File: config.mk
export PLATFORM = sky130hd
export DESIGN_NAME = cmos_pattern_gen
export DESIGN_NICKNAME = d
export VERILOG_FILES = /design/src/rtl/cmos_pattern_gen.sv
export SDC_FILE = /design/constraint.sdc
export NUM_CORES = 1
export LEC_CHECK = 0
export ABC_AREA = 1
export CORE_UTILIZATION = 58
export DETAILED_ROUTE_END_ITERATION = 10
export PLACE_DENSITY_LB_ADDON = 0.15
export SYNTH_ARGS = -nofsm -noshare
export SYNTH_HDL_FRONTEND = slang
export SYNTH_SLANG_ARGS = --single-unit
File: constraint.sdc
create_clock -name clk_i -period 2.5 [get_ports clk_i]
set_input_delay 0.5 -clock clk_i [delete_from_list [all_inputs] [get_ports clk_i]]
set_output_delay 0.5 -clock clk_i [all_outputs]
set_load 0.005 [all_outputs]
File: src/rtl/cmos_pattern_gen.sv
// Synthetic parallel-video source: generates fv/lv framed 10-bit pixel streams with
// parameterised timing and four selectable test patterns. All outputs are registered.
module cmos_pattern_gen #(
    parameter int unsigned DATA_WDT = 10,
    parameter int unsigned H_ACTIVE = 1920,
    parameter int unsigned H_BLANK  = 64,
    parameter int unsigned V_ACTIVE = 1280,
    parameter int unsigned V_FRONT  = 16,
    parameter int unsigned V_BACK   = 16,
    parameter int unsigned V_BLANK  = 256
) (
    input  logic                clk_i,
    input  logic                rst_i,
    input  logic                enable_i,
    input  logic                single_shot_i,
    input  logic [1:0]          pattern_sel_i,
    output logic [DATA_WDT-1:0] pd_o,
    output logic                fv_o,
    output logic                lv_o,
    output logic                frame_done_o,
    output logic [15:0]         frame_cnt_o,
    output logic                busy_o
);

    localparam int unsigned XWidth     = $clog2(H_ACTIVE);
    localparam int unsigned YWidth     = $clog2(V_ACTIVE + 1);
    localparam int unsigned BlankMaxA  = (V_FRONT > H_BLANK) ? V_FRONT : H_BLANK;
    localparam int unsigned BlankMaxB  = (V_BACK > V_BLANK) ? V_BACK : V_BLANK;
    localparam int unsigned BlankMax   = (BlankMaxA > BlankMaxB) ? BlankMaxA : BlankMaxB;
    localparam int unsigned BlankWidth = $clog2(BlankMax + 1);
    localparam logic [9:0]  LfsrSeed   = 10'h3FF;

    typedef enum logic [2:0] {
        StIdle,
        StFvLead,
        StLine,
        StHblank,
        StFvTrail,
        StVblank
    } state_e;

    state_e                state_q, state_d;
    logic [BlankWidth-1:0] blank_q, blank_d;
    logic [XWidth-1:0]     x_q, x_d;
    logic [YWidth-1:0]     y_q, y_d;
    logic [9:0]            lfsr_q, lfsr_d;
    logic [1:0]            pat_q, pat_d;
    logic                  single_q, single_d;
    logic [15:0]           frame_cnt_q, frame_cnt_d;
    logic [DATA_WDT-1:0]   pd_q, pd_d;
    logic                  fv_q, fv_d;
    logic                  lv_q, lv_d;
    logic                  done_q, done_d;
    logic                  busy_q, busy_d;
    logic [9:0]            pix;
    logic                  frame_end;

    // Sequencer: state transitions and frame/line/blanking counters.
    always_comb begin
        state_d  = state_q;
        blank_d  = blank_q;
        x_d      = x_q;
        y_d      = y_q;
        lfsr_d   = lfsr_q;
        pat_d    = pat_q;
        single_d = single_q;
        case (state_q)
            StIdle: begin
                if (enable_i || single_shot_i) begin
                    state_d  = StFvLead;
                    blank_d  = '0;
                    x_d      = '0;
                    y_d      = '0;
                    lfsr_d   = LfsrSeed;
                    pat_d    = pattern_sel_i;
                    // Continuous mode wins when both requests arrive together.
                    single_d = ~enable_i;
                end
            end
            StFvLead: begin
                if (blank_q == BlankWidth'(V_FRONT - 1)) begin
                    state_d = StLine;
                    blank_d = '0;
                end else begin
                    blank_d = blank_q + 1'b1;
                end
            end
            StLine: begin
                lfsr_d = {lfsr_q[8:0], lfsr_q[9] ^ lfsr_q[6]};
                if (x_q == XWidth'(H_ACTIVE - 1)) begin
                    x_d     = '0;
                    blank_d = '0;
                    state_d = (y_q < YWidth'(V_ACTIVE - 1)) ? StHblank : StFvTrail;
                end else begin
                    x_d = x_q + 1'b1;
                end
            end
            StHblank: begin
                if (blank_q == BlankWidth'(H_BLANK - 1)) begin
                    state_d = StLine;
                    blank_d = '0;
                    y_d     = y_q + 1'b1;
                end else begin
                    blank_d = blank_q + 1'b1;
                end
            end
            StFvTrail: begin
                if (blank_q == BlankWidth'(V_BACK - 1)) begin
                    state_d = StVblank;
                    blank_d = '0;
                end else begin
                    blank_d = blank_q + 1'b1;
                end
            end
            StVblank: begin
                if (blank_q == BlankWidth'(V_BLANK - 1)) begin
                    blank_d = '0;
                    if (enable_i && !single_q) begin
                        state_d = StFvLead;
                        x_d     = '0;
                        y_d     = '0;
                        lfsr_d  = LfsrSeed;
                        pat_d   = pattern_sel_i;
                    end else begin
                        state_d = StIdle;
                    end
                end else begin
                    blank_d = blank_q + 1'b1;
                end
            end
            default: state_d = StIdle;
        endcase
    end

    // Pixel pattern selection from the current counters.
    always_comb begin
        pix = lfsr_q;
        case (pat_q)
            2'd0:    pix = 10'(x_q);
            2'd1:    pix = 10'(x_q) + 10'(y_q);
            2'd2:    pix = frame_cnt_q[9:0];
            default: pix = lfsr_q;
        endcase
    end

    // Output next-state: bus levels follow the state one cycle later.
    always_comb begin
        frame_end   = (state_q == StVblank) && (blank_q == '0);
        fv_d        = (state_q == StFvLead) || (state_q == StLine) ||
                      (state_q == StHblank) || (state_q == StFvTrail);
        lv_d        = (state_q == StLine);
        pd_d        = lv_d ? DATA_WDT'(pix) : '0;
        done_d      = frame_end;
        busy_d      = (state_q != StIdle);
        frame_cnt_d = frame_end ? frame_cnt_q + 16'd1 : frame_cnt_q;
    end

    // State and output registers with synchronous reset.
    always_ff @(posedge clk_i) begin
        if (rst_i) begin
            state_q     <= StIdle;
            blank_q     <= '0;
            x_q         <= '0;
            y_q         <= '0;
            lfsr_q      <= LfsrSeed;
            pat_q       <= '0;
            single_q    <= 1'b0;
            frame_cnt_q <= '0;
            pd_q        <= '0;
            fv_q        <= 1'b0;
            lv_q        <= 1'b0;
            done_q      <= 1'b0;
            busy_q      <= 1'b0;
        end else begin
            state_q     <= state_d;
            blank_q     <= blank_d;
            x_q         <= x_d;
            y_q         <= y_d;
            lfsr_q      <= lfsr_d;
            pat_q       <= pat_d;
            single_q    <= single_d;
            frame_cnt_q <= frame_cnt_d;
            pd_q        <= pd_d;
            fv_q        <= fv_d;
            lv_q        <= lv_d;
            done_q      <= done_d;
            busy_q      <= busy_d;
        end
    end

    assign pd_o         = pd_q;
    assign fv_o         = fv_q;
    assign lv_o         = lv_q;
    assign frame_done_o = done_q;
    assign frame_cnt_o  = frame_cnt_q;
    assign busy_o       = busy_q;

endmodule

==> metrics.md <==
| Metric | Value |
|---|---|
| Area of the die | 7950 µm² |
| Buffers on Ports | 35 |
| Critical Path AT | 2.45 ns |
| Min Tclk post-route | 2.21 ns |
| Fillers | 688 |
| CP Launch Type | flip-flop |
| Clk root buf | clkbuf_8 |
| Synth Instances | 660 |
| LEAKAGE | 1.90 nW |
| Final setup violating endpoints | 0 |
| Num CTS Buffers | 9 |
| Hold slack | 0.488 ns |
| Post-CTS Setup Bufs | 0 |
| CP Class | reg -> reg |
| Via count | 4417 |
| Placed inst area | 4830 µm² |
| Pins Over Slew Limit | 0 |
| Max Cap Viol | 0 |
| Register area share after synthesis | 35.0% |
| Slew @ Worst Pin | 0.588 ns |
| Core Area | 7290 µm² |
| Syn Nets | 683 |
| Post-CTS sizing | 0 |
| CTS tree | built |
| Synth unique cells | 35 |
| Max layer used | met4 |
| Number of global-route vias before repair | 4019 |
| Drt drc | 0 |
| Avg Cell Area, Syn | 6.68 µm² |
| Fmax achieved | 453 MHz |
| Fin Setup TNS | 0 ns |
| Met1 WL | 5.02 mm |
| Clock H-tree levels | 3 |
| Cell row count | 31 |
| Slew margin rel. | 60.7% |
| Met2 WL | 5.01 mm |
| Dpl cells | 785 |
| Synth warn | 0 |
| Initial antenna violation count | 0 |
| Place WS | 0.114 ns |
| Final hold viol count | 0 |
| First-pass GRT wire length | 18.2 mm |
| Total overflow reported by the global router | 0 |
| Layout cell share with drive strength beyond 1 | 6.70% |
| CP max FO | 13 |
| Hold Crit Class | reg -> reg |
| Clock Latency Late Sink | 0.35 ns |
| Worst-case clock buffer depth | 2 |
| Critical Path RT | 2.74 ns |
| Post-Syn Area | 4410 µm² |
| Hold_buf cts | 0 |
| Vias per cell | 5.52 |
| Clock Skew | 0.0126 ns |
| Die span in x | 89.2 µm |
| Seq cells post-synth | 77 |
| Tot GR Track Use | 29.9% |
| Max rail drop VDD | 0.000438 V |
| Sink Count | 77 |
| Routed wire length per instance | 13.8 µm |
| Initial Util | 60.4% |
| Total Power | 3.29 mW |
| Post-route cell area | 5020 µm² |
| Status | complete, no violations |
| Pin count of the biggest net entering global routing | 26 |
| Fin util | 68.9% |
| Initial DRC Count | 286 |
| Gpl congestion | 0.949 |
| RSZ-0062 raised after global routing | false |
| Crit. End Element | flip-flop |
| DIE HEIGHT | 89.2 µm |
| Crit share post-route | 88.3% |
| Worst-path clk slew | 0.08 ns |
| DRT Wirelength | 11.1 mm |
| Drt pass-1 iters | 5 |
| Ant diodes | 0 |
| Final antenna-violating net count | 0 |
| Nets | 720 |
| Layout area overhead | 14.0% |
| Power per Cell Area | 654 nW/µm² |
| DR WL met3 | 657 µm |
| Fin worst setup slack | 0.293 ns |
| Final HPWL DP | 8.40 mm |
| Fin cells | 800 |
| Number of I/O pins | 36 |
-- where the power goes --
group          total, mW  internal (mW)  switching [mW]
sequential          1.41           1.31          0.0980
clock              0.828          0.379           0.450
combinational       1.05          0.314           0.732
total               3.29           2.01            1.28
-- path summary, 6_finish.rpt --
| check | depth (start not counted) | slack [ns] | startpoint | endpoint |
|---|---|---|---|---|
| worst max-delay path | 15 | 0.29 | blank_q[1] | x_q[8] |
| worst min-delay path | 2 | 0.49 | lfsr_q[0] | lfsr_q[0] |
| worst max register to register | 15 | 0.29 | blank_q[1] | x_q[8] |
| worst min register to register | 2 | 0.49 | lfsr_q[0] | lfsr_q[0] |
-- critical path, stage by stage (launching register included) --
cell and delay [ns]:
dfxtp_2 0.36, ha_2 0.18, nand3_1 0.12, inv_1 0.09, nand3_1 0.08, nor2_1 0.09
inv_1 0.05, nor2_1 0.13, ha_1 0.18, nand3_1 0.09, nand2_2 0.13, nand3_4 0.18
nand2_4 0.16, nand2_2 0.10, o21ai_0 0.09, nor2_1 0.06
-- layout by cell type (no fill, tap or decap), types with 13 or more instances in the layout --
cell type / synthesis / final
nand2_1: 161 / 160
nor2_1: 101 / 101
dfxtp_1: 77 / 75
inv_1: 63 / 63
a21oi_1: 53 / 53
o21ai_0: 43 / 43
nand3_1: 35 / 35
clkdlybuf4s50_1: 0 / 35
nor3_1: 15 / 15
ha_1: 16 / 15
xor2_1: 13 / 13
-- layer usage --
layer  up-vias  GRT usage (%)
met3        29           4.52
met4         0           14.6
met5         -              0
met2       159           50.4
met1      1995           37.5
li1       2234              -
-- cell type report --
class / count / area, µm² / area share [%]
sequential: 77 / 1540 / 30.7
clock buffer: 11 / 141 / 2.81
inverter: 70 / 270 / 5.38
multi-input combinational: 499 / 2530 / 50.4
timing repair buffer: 40 / 388 / 7.72
clock inverter: 4 / 25.0 / 0.498
tap: 99 / 124 / 2.47
-- state kept, by name, summed over array words and instances, names as in the netlist --
name	count
blank_q	9
busy_o	1
frame_cnt_o	16
frame_done_o	1
fv_o	1
lfsr_q	10
lv_o	1
pat_q	2
pd_o	10
single_q	1
state_q	3
x_q	11
y_q	11
-- cell usage after synthesis --
cell / count / area share [%]
nand3b_1: 3 / 0.51
inv_2: 6 / 0.51
a21oi_1: 53 / 6.0
inv_1: 63 / 5.4
o21ai_1: 3 / 0.34
nand3_2: 2 / 0.45
ha_1: 16 / 4.5
o21ai_0: 43 / 4.9
clkbuf_1: 7 / 0.60
or2_2: 1 / 0.14
nand2_4: 1 / 0.26
buf_2: 1 / 0.11
nor2_2: 3 / 0.43
nor3_1: 15 / 1.7
a22oi_1: 3 / 0.51
inv_4: 1 / 0.14
nor3b_1: 4 / 0.68
nand3_4: 1 / 0.40
nand2_2: 7 / 0.99
a221oi_1: 8 / 1.6
o21a_1: 1 / 0.17
nand4_1: 10 / 1.4
nor3_4: 1 / 0.37
xor2_1: 13 / 2.6
nand2_1: 161 / 14
nand3_1: 35 / 4.0
nor2_4: 1 / 0.26
buf_4: 2 / 0.34
a31oi_1: 6 / 0.85
xnor2_1: 4 / 0.79
nor2_1: 101 / 8.6
buf_6: 4 / 1.0
fa_1: 1 / 0.45
or2_1: 2 / 0.28
dfxtp_1: 77 / 35
-- kinds of logic (layout without fill, tap and decap cells) --
group	after synthesis	after routing	synth area share (%)
simple gates	348	348	34.2
buf+inv	84	125	8.09
compound gates	117	117	14.4
fa+ha+maj	17	17	5.00
flops	77	77	35.0
xor+xnor	17	17	3.38
Note: power is estimated with default switching activity, not from simulation.
